### src/rtl/ariane_axi.sv
// ariane_axi: AXI4 channel types for the core memory port.
// Widths: 64-bit address, 64-bit data, 4-bit ID, 1-bit user.
// req_t carries master-driven channels (AW, W, AR, B/R readies).
// resp_t carries slave-driven channels (AW/W/AR readies, B, R).
package ariane_axi;

   localparam int unsigned AddrWidth = 64;
   localparam int unsigned DataWidth = 64;
   localparam int unsigned IdWidth   = 4;
   localparam int unsigned UserWidth = 1;
   localparam int unsigned StrbWidth = DataWidth / 8;

   typedef struct packed {
      logic [IdWidth-1:0]   id;
      logic [AddrWidth-1:0] addr;
      logic [7:0]           len;
      logic [2:0]           size;
      logic [1:0]           burst;
      logic                 lock;
      logic [3:0]           cache;
      logic [2:0]           prot;
      logic [3:0]           qos;
      logic [3:0]           region;
      logic [5:0]           atop;
      logic [UserWidth-1:0] user;
   } aw_chan_t;

   typedef struct packed {
      logic [DataWidth-1:0] data;
      logic [StrbWidth-1:0] strb;
      logic                 last;
      logic [UserWidth-1:0] user;
   } w_chan_t;

   typedef struct packed {
      logic [IdWidth-1:0]   id;
      logic [1:0]           resp;
      logic [UserWidth-1:0] user;
   } b_chan_t;

   typedef struct packed {
      logic [IdWidth-1:0]   id;
      logic [AddrWidth-1:0] addr;
      logic [7:0]           len;
      logic [2:0]           size;
      logic [1:0]           burst;
      logic                 lock;
      logic [3:0]           cache;
      logic [2:0]           prot;
      logic [3:0]           qos;
      logic [3:0]           region;
      logic [UserWidth-1:0] user;
   } ar_chan_t;

   typedef struct packed {
      logic [IdWidth-1:0]   id;
      logic [DataWidth-1:0] data;
      logic [1:0]           resp;
      logic                 last;
      logic [UserWidth-1:0] user;
   } r_chan_t;

   typedef struct packed {
      aw_chan_t aw;
      logic     aw_valid;
      w_chan_t  w;
      logic     w_valid;
      logic     b_ready;
      ar_chan_t ar;
      logic     ar_valid;
      logic     r_ready;
   } req_t;

   typedef struct packed {
      logic    aw_ready;
      logic    ar_ready;
      logic    w_ready;
      logic    b_valid;
      b_chan_t b;
      logic    r_valid;
      r_chan_t r;
   } resp_t;

endpackage

### src/rtl/axi_shared_port_arbiter_if.sv
// axi_shared_port_arbiter_if: one ariane_axi memory port.
//   axi_req  - request channels, driven by the master
//   axi_resp - response channels, driven by the slave
// Modports: master (drives axi_req), slave (drives axi_resp).
interface axi_shared_port_arbiter_if;

   ariane_axi::req_t  axi_req;
   ariane_axi::resp_t axi_resp;

   modport master (output axi_req, input axi_resp);
   modport slave  (input axi_req, output axi_resp);

endinterface

### src/rtl/axi_shared_port_arbiter.sv
// axi_shared_port_arbiter: shares one AXI4 master port between two
// load/store requesters. Each accepted request becomes one single-beat
// 64-bit read or write; only one transaction is outstanding at a time.
// Ports:
//   clk_i, rst_ni            clock, asynchronous active-low reset
//   req_valid_i/req_ready_o  per-requester request handshake (ready = accept pulse)
//   req_we_i/addr/wdata/be   per-requester request payload, slice i = requester i
//   rsp_valid_o              per-requester one-cycle response pulse
//   rsp_rdata_o/rsp_err_o    shared response data and error, held until next response
//   axi                      AXI master port (axi_req out, axi_resp in)
module axi_shared_port_arbiter #(
   parameter int unsigned AddrWidth = 64,
   parameter int unsigned DataWidth = 64,
   parameter int unsigned IdWidth   = 4
) (
   input  logic                       clk_i,
   input  logic                       rst_ni,
   input  logic [1:0]                 req_valid_i,
   output logic [1:0]                 req_ready_o,
   input  logic [1:0]                 req_we_i,
   input  logic [2*AddrWidth-1:0]     req_addr_i,
   input  logic [2*DataWidth-1:0]     req_wdata_i,
   input  logic [2*DataWidth/8-1:0]   req_be_i,
   output logic [1:0]                 rsp_valid_o,
   output logic [DataWidth-1:0]       rsp_rdata_o,
   output logic                       rsp_err_o,
   axi_shared_port_arbiter_if.master  axi
);

   localparam int unsigned StrbWidth = DataWidth / 8;

   typedef enum logic [2:0] {IDLE, AR, R, WR, B} state_e;

   state_e                state_q, state_d;
   logic                  last_q;
   logic                  idx_q;
   logic [AddrWidth-1:0]  addr_q;
   logic [DataWidth-1:0]  wdata_q;
   logic [StrbWidth-1:0]  be_q;
   logic                  aw_done_q, w_done_q;
   logic [1:0]            rsp_valid_q;
   logic [DataWidth-1:0]  rsp_rdata_q;
   logic                  rsp_err_q;

   logic                  winner;
   logic                  accept;
   logic                  ar_hs, r_hs, aw_hs, w_hs, b_hs;
   logic                  aw_fin, w_fin;

   // Response fields the block deliberately ignores.
   logic                  unused_resp_bits;
   assign unused_resp_bits = ^{axi.axi_resp.r.id, axi.axi_resp.r.last, axi.axi_resp.r.user,
                               axi.axi_resp.r.resp[0], axi.axi_resp.b.id,
                               axi.axi_resp.b.user, axi.axi_resp.b.resp[0]};

   // Round-robin: on a tie the requester not granted last time wins.
   always_comb begin
      winner = req_valid_i[1];
      if (req_valid_i == 2'b11) winner = ~last_q;
   end

   assign accept = (state_q == IDLE) && (|req_valid_i);

   always_comb begin
      req_ready_o = '0;
      if (accept) req_ready_o[winner] = 1'b1;
   end

   assign ar_hs = axi.axi_req.ar_valid & axi.axi_resp.ar_ready;
   assign r_hs  = axi.axi_req.r_ready  & axi.axi_resp.r_valid;
   assign aw_hs = axi.axi_req.aw_valid & axi.axi_resp.aw_ready;
   assign w_hs  = axi.axi_req.w_valid  & axi.axi_resp.w_ready;
   assign b_hs  = axi.axi_req.b_ready  & axi.axi_resp.b_valid;

   // A write channel counts as finished if it completed earlier or completes now,
   // so simultaneous AW/W handshakes advance in a single cycle.
   assign aw_fin = aw_done_q | aw_hs;
   assign w_fin  = w_done_q  | w_hs;

   always_ff @(posedge clk_i or negedge rst_ni) begin
      if (!rst_ni) state_q <= IDLE;
      else         state_q <= state_d;
   end

   always_comb begin
      state_d = state_q;
      case (state_q)
         IDLE: if (accept) state_d = req_we_i[winner] ? WR : AR;
         AR:   if (ar_hs) state_d = R;
         R:    if (r_hs) state_d = IDLE;
         WR:   if (aw_fin && w_fin) state_d = B;
         B:    if (b_hs) state_d = IDLE;
         default: state_d = IDLE;
      endcase
   end

   // AXI request channels are decoded from state and latched payload only;
   // fields outside the active state stay zero.
   always_comb begin
      axi.axi_req = '0;
      case (state_q)
         AR: begin
            axi.axi_req.ar_valid  = 1'b1;
            axi.axi_req.ar.id     = {{(IdWidth-1){1'b0}}, idx_q};
            axi.axi_req.ar.addr   = addr_q;
            axi.axi_req.ar.size   = 3'd3;
            axi.axi_req.ar.burst  = 2'b01;
         end
         R: axi.axi_req.r_ready = 1'b1;
         WR: begin
            axi.axi_req.aw_valid  = ~aw_done_q;
            axi.axi_req.aw.id     = {{(IdWidth-1){1'b0}}, idx_q};
            axi.axi_req.aw.addr   = addr_q;
            axi.axi_req.aw.size   = 3'd3;
            axi.axi_req.aw.burst  = 2'b01;
            axi.axi_req.w_valid   = ~w_done_q;
            axi.axi_req.w.data    = wdata_q;
            axi.axi_req.w.strb    = be_q;
            axi.axi_req.w.last    = 1'b1;
         end
         B: axi.axi_req.b_ready = 1'b1;
         default: ;
      endcase
   end

   always_ff @(posedge clk_i or negedge rst_ni) begin
      if (!rst_ni) begin
         last_q      <= 1'b1;
         idx_q       <= 1'b0;
         addr_q      <= '0;
         wdata_q     <= '0;
         be_q        <= '0;
         aw_done_q   <= 1'b0;
         w_done_q    <= 1'b0;
         rsp_valid_q <= '0;
         rsp_rdata_q <= '0;
         rsp_err_q   <= 1'b0;
      end else begin
         rsp_valid_q <= '0;
         if (accept) begin
            last_q    <= winner;
            idx_q     <= winner;
            addr_q    <= winner ? req_addr_i[2*AddrWidth-1:AddrWidth] : req_addr_i[AddrWidth-1:0];
            wdata_q   <= winner ? req_wdata_i[2*DataWidth-1:DataWidth] : req_wdata_i[DataWidth-1:0];
            be_q      <= winner ? req_be_i[2*StrbWidth-1:StrbWidth] : req_be_i[StrbWidth-1:0];
            aw_done_q <= 1'b0;
            w_done_q  <= 1'b0;
         end
         if (state_q == WR) begin
            if (aw_hs) aw_done_q <= 1'b1;
            if (w_hs)  w_done_q  <= 1'b1;
         end
         if (r_hs) begin
            rsp_valid_q <= idx_q ? 2'b10 : 2'b01;
            rsp_rdata_q <= axi.axi_resp.r.data;
            rsp_err_q   <= axi.axi_resp.r.resp[1];
         end
         if (b_hs) begin
            rsp_valid_q <= idx_q ? 2'b10 : 2'b01;
            rsp_rdata_q <= '0;
            rsp_err_q   <= axi.axi_resp.b.resp[1];
         end
      end
   end

   assign rsp_valid_o = rsp_valid_q;
   assign rsp_rdata_o = rsp_rdata_q;
   assign rsp_err_o   = rsp_err_q;

endmodule

### src/flat_wrapper.sv
// flat-port wrapper written by rule: the top's interface ports become plain ports
module axi_shared_port_arbiter_flat 
#(
   parameter int unsigned AddrWidth = 64,
   parameter int unsigned DataWidth = 64,
   parameter int unsigned IdWidth   = 4
)
  (clk_i, rst_ni, req_valid_i, req_ready_o, req_we_i, req_addr_i, req_wdata_i, req_be_i, rsp_valid_o, rsp_rdata_o, rsp_err_o, axi_axi_req, axi_axi_resp);
  axi_shared_port_arbiter_if axi_i ();
  input  logic clk_i;
  input  logic rst_ni;
  input  logic [1:0] req_valid_i;
  output logic [1:0] req_ready_o;
  input  logic [1:0] req_we_i;
  input  logic [2*AddrWidth-1:0] req_addr_i;
  input  logic [2*DataWidth-1:0] req_wdata_i;
  input  logic [2*DataWidth/8-1:0] req_be_i;
  output logic [1:0] rsp_valid_o;
  output logic [DataWidth-1:0] rsp_rdata_o;
  output logic rsp_err_o;
  output wire logic [$bits(axi_i.axi_req)-1:0] axi_axi_req;
  input wire logic [$bits(axi_i.axi_resp)-1:0] axi_axi_resp;
  assign axi_axi_req = axi_i.axi_req;
  assign axi_i.axi_resp = axi_axi_resp;
  axi_shared_port_arbiter #(.AddrWidth(AddrWidth), .DataWidth(DataWidth), .IdWidth(IdWidth)) u_core (.clk_i(clk_i), .rst_ni(rst_ni), .req_valid_i(req_valid_i), .req_ready_o(req_ready_o), .req_we_i(req_we_i), .req_addr_i(req_addr_i), .req_wdata_i(req_wdata_i), .req_be_i(req_be_i), .rsp_valid_o(rsp_valid_o), .rsp_rdata_o(rsp_rdata_o), .rsp_err_o(rsp_err_o), .axi(axi_i));
endmodule
### config.mk
export PLATFORM = sky130hd
export DESIGN_NAME = axi_shared_port_arbiter_flat
export DESIGN_NICKNAME = d
export VERILOG_FILES = /design/src/rtl/ariane_axi.sv /design/src/rtl/axi_shared_port_arbiter_if.sv /design/src/rtl/axi_shared_port_arbiter.sv /design/src/flat_wrapper.sv
export SDC_FILE = /design/constraint.sdc
export NUM_CORES = 1
export LEC_CHECK = 0
export ABC_AREA = 1
export CAP_MARGIN = 20
export CORE_AREA = 5 5 271 273
export CTS_CLUSTER_SIZE = 24
export DETAILED_ROUTE_END_ITERATION = 12
export DIE_AREA = 0 0 276 278
export PLACE_DENSITY = 0.5
export REMOVE_ABC_BUFFERS = 1
export SLEW_MARGIN = 10
export SYNTH_ARGS = -nofsm -noshare
export SYNTH_HDL_FRONTEND = slang
export SYNTH_SLANG_ARGS = --single-unit
### constraint.sdc
create_clock -name clk_i -period 3.6 [get_ports clk_i]
set_clock_uncertainty 0.2 [all_clocks]
set_input_delay 0.54 -clock clk_i [delete_from_list [all_inputs] [get_ports clk_i]]
set_output_delay 0.54 -clock clk_i [all_outputs]
set_load 0.005 [all_outputs]
==> impl_metrics.csv, run 1 <==
group,metric,value,unit
global_routing,grt_pass1_vias,11824,
place,globalplace.congestion,0.919,
sta,fmax,0.297,GHz
sta,finalSetupViolCount,0,
routing,wirelength,50.7,mm
clocking,cts_tree,"yes",
global_routing,track_usage,12.5,%
clocking,htreeDepth,1,
finish,multi_input_area,0.00405,mm²
sta,slew_headroom,39.1,%
global_routing,antenna_found_initial,3,
worst_setup_path,arrival,2.62,ns
routing,via_count,10997,
power,peakVddDrop,0.321,mV
clocking,clk_pin_slew,0.06,ns
worst_setup_path,cp-end-kind,"output port",
logic_synthesis,ys_ff_latch,210,
sta,rsz0062_at_grt,"no",
sta,setup_slack,0.235,ns
logic_synthesis,syn_area,0.0106,mm²
place,dpl_cell_area,0.0177,mm²
sta,slew_violations,0,
finish,fin_area,0.0187,mm²
floorplanning,die_area,0.0767,mm²
sta,tightest_slew,0.914,ns
finish,num-fill-cells,7728,
global_routing,grt_max_degree,97,
logic_synthesis,synth_top_family_by_area,"simple AND/OR/NAND/NOR gates",
worst_setup_path,path_max_fanout,34,
finish,drive_gt1_share,4.80,%
floorplanning,ios,712,
power,p_leak,8.02,nW
worst_setup_path,crit_buf_inv,4,
sta,whs,0.235,ns
worst_setup_path,crit_chain,"clkinvlp_4 -> nand3_4 -> buf_12 -> buf_4 -> nor2_1 -> clkdlybuf4s50_1",
sta,period_needed,3.36,ns
place,portBuffers,631,
power,powerDensity,727,mW/mm²
place,dpl_worst_slack,0.542,ns
logic_synthesis,syn_inst,1372,
floorplanning,fp.coreArea,0.0709,mm²
status,status,"completed",
logic_synthesis,synth_xor_area_share,0,%
logic_synthesis,synth_compound_area_share,9.93,%
logic_synthesis,synthSimpleGateAreaFrac,25.3,%
power,total_power,13.6,mW
floorplanning,die_h,278,µm
logic_synthesis,synth.avg_cell_area,7.75,µm²
logic_synthesis,synth_fa_ha_area_share,0,%
finish,fin_nets,2339,
sta,finalCritPeriodShare,93.5,%
finish,final_util,26.4,%
floorplanning,die_w,276,µm
routing,ant_nets,0,
clocking,numCtsBuffers,27,
clocking,clk_latency,0.55,ns
clocking,clock_tree.buffer_depth,3,
floorplanning,start_util,15.0,%
clocking,root_buffer,"clkbuf_16",
run,cap_violations,0,
routing,drt_first_pass_iters,5,
worst_setup_path,required,2.86,ns
global_routing,grt_pass1_wl,75.8,mm
worst_setup_path,crit_type,"reg2out",
worst_setup_path,max_stage_delay,0.61,ns
routing,routed_via_density,3.73,
logic_synthesis,muxShareOfSynthArea,0,%
finish,layout.area.seq,0.00526,mm²
worst_setup_path,critPathSlowestCell,"clkdlybuf4s50_1",
logic_synthesis,synth.distinct_cells,21,
clocking,cts.sinks,210,
worst_setup_path,cp_top_family,"buffers and inverters",
finish,syn2layout_area_growth,75.7,%
place,hpwlAfterDp,39.0,mm
global_routing,grt-ovfl-total,0,
logic_synthesis,ys_seq_area_share,49.4,%
logic_synthesis,ys_warn_count,0,
routing,post_drt_wl_per_cell,17.2,µm
floorplanning,rows,98,
routing,drt_iter0_markers,521,
worst_setup_path,crit_path_start_kind,"register",
sta,finalHoldViolCount,0,
routing,drc,0,
worst_hold_path,hold_class,"reg2reg",
==> flip-flops by register name (all words and copies together) (netlist names) <==
signal,cells
u_core.addr_q,64
u_core.aw_done_q,1
u_core.be_q,8
u_core.idx_q,1
u_core.last_q,1
u_core.rsp_err_o,1
u_core.rsp_rdata_o,64
u_core.rsp_valid_o,2
u_core.state_q,3
u_core.w_done_q,1
u_core.wdata_q,64
==> worst reg2reg max path, stage by stage (launching register included) <==
cell,delay (ns)
dfrtp_2,0.52
nor2_2,0.17
nand2_1,0.09
inv_2,0.09
nand2_2,0.12
nor2_4,0.30
buf_12,0.31
buf_4,0.40
nand2_1,0.12
o211ai_1,0.10
==> cell usage after synthesis, drive strengths merged <==
library cell	n	area (µm²)
o211ai	136	1020
o21ai	4	20.0
nor2	213	805
o21bai	2	15.0
nor3	1	10.0
nand3b	2	15.0
dfstp	1	26.3
dfrtp	209	5230
buf	143	1000
inv	155	582
nand2	486	1830
nand3	8	40.0
conb	1	3.75
clkbuf	11	41.3
==> final cells by class <==
cell class,count,share of cell area (%)
diodes,1,0.0134
inverters,155,3.19
repair buffers,663,35.8
multi-input cells,920,21.7
flip-flops and latches,210,28.1
well taps,950,6.36
clock buffers,38,4.32
clock inverters,12,0.475
==> logic make-up after synthesis <==
| family | count (synthesis) |
|---|---|
| simple gates | 710 |
| compound gates | 142 |
| flops | 210 |
| buf+inv | 309 |
| other cells | 1 |
==> repair_timing <==
action / in CTS / in global routing
pin swaps: 1 / 0
gates cloned: 1 / 0
buffers inserted: 0 / 2
endpoints found under the hold margin: 89 / 0
setup endpoints to repair: 9 / 9
resized for setup: 3 / 1
hold buffers: 1 / 0
==> cell usage in the layout, fill, tap and decap left out, drive strengths merged, types with 9 or more instances in the layout <==
master,n
buf,32
clkbuf,38
clkdlybuf4s50,630
clkinv,10
conb,67
dfrtp,209
inv,155
nand2,486
nand3,9
nor2,213
o211ai,136
==> metrics by stage <==
stage / TNS (ns) / cells
floorplan: -117.16 / 1284
global placement: 0 / 2894
detailed placement: 0 / 2894
CTS: 0 / 2946
global route: 0 / 2948
finish: 0 / 2949
==> final timing paths <==
check	from	endpoint	slack (ns)	cells past startpoint
max	u_core.state_q[2]	axi_axi_req[137]	0.24	6
min reg2reg	u_core.idx_q	u_core.rsp_valid_o[0]	0.24	1
max in group asynchronous	rst_ni	u_core.wdata_q[21]	1.86	3
min in group asynchronous	rst_ni	u_core.wdata_q[45]	0.35	2
min	u_core.idx_q	u_core.rsp_valid_o[0]	0.24	1
max reg2reg	u_core.state_q[0]	u_core.wdata_q[20]	1.08	9
==> where the power goes <==
part	internal, mW	switching [mW]	total [mW]
clock	1.62	1.08	2.70
sequential	3.52	0.425	3.94
combinational	3.21	3.72	6.94
total	8.36	5.22	13.6
==> layer usage <==
layer	vias up	track usage, %	share of wire (%)
met5	-	0	0.026
met4	2	3.61	3.0
met3	64	3.93	8.5
met2	539	22.0	48
met1	5101	14.8	40
li1	5291	-	-
Power figures use the tool's default switching activity.
==> run 2: changes to the inputs <==
GPL_ROUTABILITY_DRIVEN = 0   (was default)
==> results of run 2 <==
The final DEF is identical to that of run 1; final timing and power are the same.
==> run 3: changes to the inputs <==
REMOVE_ABC_BUFFERS = default   (was 1)
==> impl_metrics.csv, run 3 (same netlist as run 1, synthesis figures left out) <==
group,metric,value,unit
routing,post_drt_wl_per_cell,16.8,µm
clocking,clk_pin_slew,0.06,ns
clocking,clock_tree.buffer_depth,3,
routing,drc,0,
routing,ant_nets,0,
worst_setup_path,path_max_fanout,51,
global_routing,antenna_found_initial,6,
run,cap_violations,0,
sta,tightest_slew,0.833,ns
finish,fin_area,0.0186,mm²
sta,slew_headroom,44.5,%
floorplanning,die_w,276,µm
place,portBuffers,631,
worst_hold_path,hold_class,"reg2reg",
routing,routed_via_density,3.72,
worst_setup_path,cp-end-kind,"output port",
clocking,cts_tree,"yes",
routing,via_count,10927,
global_routing,grt-ovfl-total,0,
finish,layout_commonest_cell,"clkdlybuf4s50_1",
global_routing,grt_pass1_wl,73.5,mm
clocking,numCtsBuffers,28,
status,status,"completed",
floorplanning,fp.coreArea,0.0709,mm²
floorplanning,die_h,278,µm
power,powerDensity,729,mW/mm²
worst_setup_path,crit_path_start_kind,"register",
worst_setup_path,required,2.86,ns
finish,layout.area.seq,0.00526,mm²
sta,fmax,0.296,GHz
worst_hold_path,hold_depth,1,
floorplanning,die_area,0.0767,mm²
routing,wirelength,49.5,mm
sta,slew_violations,0,
sta,finalSetupViolCount,0,
sta,rsz0062_at_grt,"no",
power,total_power,13.6,mW
worst_setup_path,crit_type,"reg2out",
clocking,root_buffer,"clkbuf_16",
global_routing,grt_pass1_vias,11689,
place,dpl_cell_area,0.0177,mm²
finish,multi_input_area,0.00405,mm²
finish,drive_gt1_share,4.18,%
worst_setup_path,arrival,2.64,ns
routing,drt_first_pass_iters,4,
finish,final_cell_mix,"630 x clkdlybuf4s50_1, 485 x nand2_1, 210 x nor2_1",
power,peakVddDrop,0.317,mV
finish,syn2layout_area_growth,75.2,%
finish,fin_nets,2331,
power,p_leak,7.97,nW
clocking,cts.sinks,210,
clocking,clk_latency,0.55,ns
global_routing,track_usage,12.0,%
worst_setup_path,rrSetupSlack,1.11,ns
floorplanning,rows,98,
clocking,htreeDepth,1,
finish,num-fill-cells,7764,
floorplanning,start_util,15.0,%
global_routing,grt_max_degree,137,
floorplanning,ios,712,
sta,period_needed,3.38,ns
place,hpwlAfterDp,36.5,mm
sta,finalHoldViolCount,0,
sta,totalNegativeSetupSlack,0,ns
routing,drt_iter0_markers,542,
sta,finalCritPeriodShare,93.8,%
worst_setup_path,r2r.worst_path.cells,8,
==> run 3: cell types whose count changed in the layout (fill, tap and decap cells not counted), sizes merged <==
cell and change:
diode +3, clkinvlp +1, clkinv -4, buf -9, clkbuf +1, bufinv +1, inv -1
==> run 3: final timing paths <==
path                              startpoint                     end
setup / recovery           u_core.state_q[1]         axi_axi_req[62]
hold / removal                  u_core.idx_q   u_core.rsp_valid_o[0]
setup reg to reg           u_core.state_q[1]       u_core.addr_q[60]
hold reg to reg                 u_core.idx_q   u_core.rsp_valid_o[0]
max in group asynchronous             rst_ni  u_core.rsp_rdata_o[48]
min in group asynchronous             rst_ni  u_core.rsp_rdata_o[62]
==> run 3: cell type report <==
type                            instances  area share [%]
Clock buffer                           39            4.42
Tap cell                              950            6.38
Multi-Input combinational cell        920            21.7
Sequential cell                       210            28.2
Inverter                              155            3.17
Clock inverter                          9           0.564
Antenna cell                            4          0.0537
Timing Repair Buffer                  654            35.5
==> run 3: report_power, final <==
group,switching [mW],total [mW],internal [mW]
clock,1.09,2.82,1.72
combinational,3.66,6.81,3.14
sequential,0.438,3.96,3.52
==> run 3: what timing repair did <==
action                                 4_1_cts  5_1_grt
buffers inserted                             0        1
endpoints found under the hold margin       89        0
gates resized for setup                      0        2
setup endpoints to repair                    0       10
hold buffers                                 1        0
==> run 3: metrics by stage <==
stage          util [%]  hold slack [ns]  worst slack [ns]  cells
2_1_floorplan         -           0.0444              1.66   1438
3_3_place_gp       24.9            0.214             0.619   2886
3_5_place_dp       24.9            0.210             0.657   2886
4_1_cts            26.2            0.220            0.0181   2935
5_1_grt            26.3            0.264             0.103   2940
6_report           26.3            0.221             0.224   2941
==> run 3: per-layer routing <==
layer	global-route usage [%]	share of wire [%]	vias to the layer above
li1	-	-	5277
met1	14.4	41	5126
met2	21.2	49	442
met3	2.89	6.5	76
met4	3.70	2.7	6
met5	0	0.071	-
==> run 3: critical path, stage by stage, from the launching register on <==
cell and delay (ns):
dfrtp_1 0.68, inv_2 0.11, nand3_4 0.10, buf_4 0.47, nor2_1 0.16, clkdlybuf4s50_1 0.50
==> edit, RTL diff (settings of run 2) <==
`DataWidth` is set to 64 in 3 places; all go to 68.
--- a/src/rtl/ariane_axi.sv
+++ b/src/rtl/ariane_axi.sv
@@ -6,5 +6,5 @@
 
    localparam int unsigned AddrWidth = 64;
-   localparam int unsigned DataWidth = 64;
+   localparam int unsigned DataWidth = 68;
    localparam int unsigned IdWidth   = 4;
    localparam int unsigned UserWidth = 1;
--- a/src/rtl/axi_shared_port_arbiter.sv
+++ b/src/rtl/axi_shared_port_arbiter.sv
@@ -11,5 +11,5 @@
 module axi_shared_port_arbiter #(
    parameter int unsigned AddrWidth = 64,
-   parameter int unsigned DataWidth = 64,
+   parameter int unsigned DataWidth = 68,
    parameter int unsigned IdWidth   = 4
 ) (
--- a/src/flat_wrapper.sv
+++ b/src/flat_wrapper.sv
@@ -3,5 +3,5 @@
 #(
    parameter int unsigned AddrWidth = 64,
-   parameter int unsigned DataWidth = 64,
+   parameter int unsigned DataWidth = 68,
    parameter int unsigned IdWidth   = 4
 )
Interface: changed (5 resized); port bits go from 712 to 733. The function was not compared with the original's and may differ.
==> edit against run 2 <==
Via count about the same; sequential cell count increased by 8; final area increased by 1.9%; critical path depth decreased by 1; clock power increased by 4%; worst setup slack got worse by 65 ps; count of clock-buffer cells in the layout increased by 5; synthesized area increased by 1.5%; synthesized cell count decreased by 6.9%; wire length decreased by 0.56%; register-to-register slack got worse by 30 ps; non-clock buffer count increased by 11; power increased by 3.0%; critical path type unchanged; critical endpoint is now axi_axi_req[118]; highest routed layer is now met4.
==> edit: results (changes against run 2) <==
met2 routed wirelength=23.8 mm (-2.6%); WHS=231 ps (-4.49 ps); Detail Route met3 WL=3.91 mm (-9.5%); Leakage Power=7.97 nW (-0.60%); status=completed; Hold Path Class=reg2reg; Slew HR=43.5% (+4.4 points); vias in the first global route=11900 (+0.96%); Peak VDD IR=395 uV (+23%); crit path to=axi_axi_req[118]; Reg2Reg Depth=8 (-1); reg2reg setup slack=1050 ps (-30 ps); Post-Layout Cell Count=2866 (-2.8%); FILL cells=7631 (-1.3%); Seq/Total Area, Yosys=50.5% (+1.1 points); syn_area_per_cell=8.46 um2 (+9.1%); antenna violations before repair=2 (-1); crit path max fanout=63 (+85%); input/output buffers=651 (+3.2%); Synth cell types=23 (+9.5%); nets=2269 (-3.0%); Placed Area=0.0181 mm2 (+1.8%); drt total wl=50.4 mm (-0.56%); synth top area cells=dfrtp_1, nand2_1, o211ai_1; top post-synthesis cells by count=nand2_1, dfrtp_1, nor2_1; share of layout cells above drive strength 1=4.13% (-0.68 points); vias=11000 (+0.036%); largest net degree at the start of global routing=141 (+45%); placed cells=2810 (-2.9%); top sig layer=met4; DP HPWL=37.0 mm (-5.3%)
## edit: cell count changes after synthesis, moves of 5 or more
cell / delta
buf_6: +9
nand2_1: -186
nor2_1: +5
buf_2: +15
buf_4: -25
dfrtp_1: +8
a22o_1: +68
## edit: layout make-up
| class | count | area (um2) | share of cell area, % |
|---|---|---|---|
| Multi-Input combinational cell | 812 | 4000 | 21.0 |
| Clock inverter | 7 | 103 | 0.539 |
| Sequential cell | 218 | 5460 | 28.7 |
| Inverter | 160 | 609 | 3.20 |
| Tap cell | 950 | 1190 | 6.24 |
| Antenna cell | 2 | 5.00 | 0.0263 |
| Timing Repair Buffer | 674 | 6860 | 36.0 |
| Clock buffer | 43 | 817 | 4.29 |
## edit: critical path: stages (launching register included)
cell and delay, ps:
dfrtp_1 400, clkinvlp_4 360, nand3_4 380, buf_12 280, nor2_1 100, clkdlybuf4s50_1 500
## edit: cells by family after synthesis
kind of cell | synth area share [%]
AND/OR/NAND/NOR | 18.7
buffers and inverters | 15.2
flip-flops | 50.5
AO/OA/AOI/OAI | 15.6
other | 0.0347
## edit: per-layer routing
layer  vias up  GRT usage [%]
met1      5213           14.4
met5         -              0
met4         0           4.43
li1       5178              -
met3        74           3.78
met2       536           20.8
## edit: what timing repair did
item	CTS	global route
hold buffers	1	0
gates resized for setup	0	2
setup buffers	0	1
endpoints found under the setup margin	0	15
endpoints found under the hold margin	61	0
## edit: power breakdown
part	switching, W	internal (W)	total (W)
Sequential	0.000453	0.00365	0.00410
Clock	0.00110	0.00170	0.00280
Combinational	0.00366	0.00343	0.00709
Total	0.00521	0.00877	0.0140
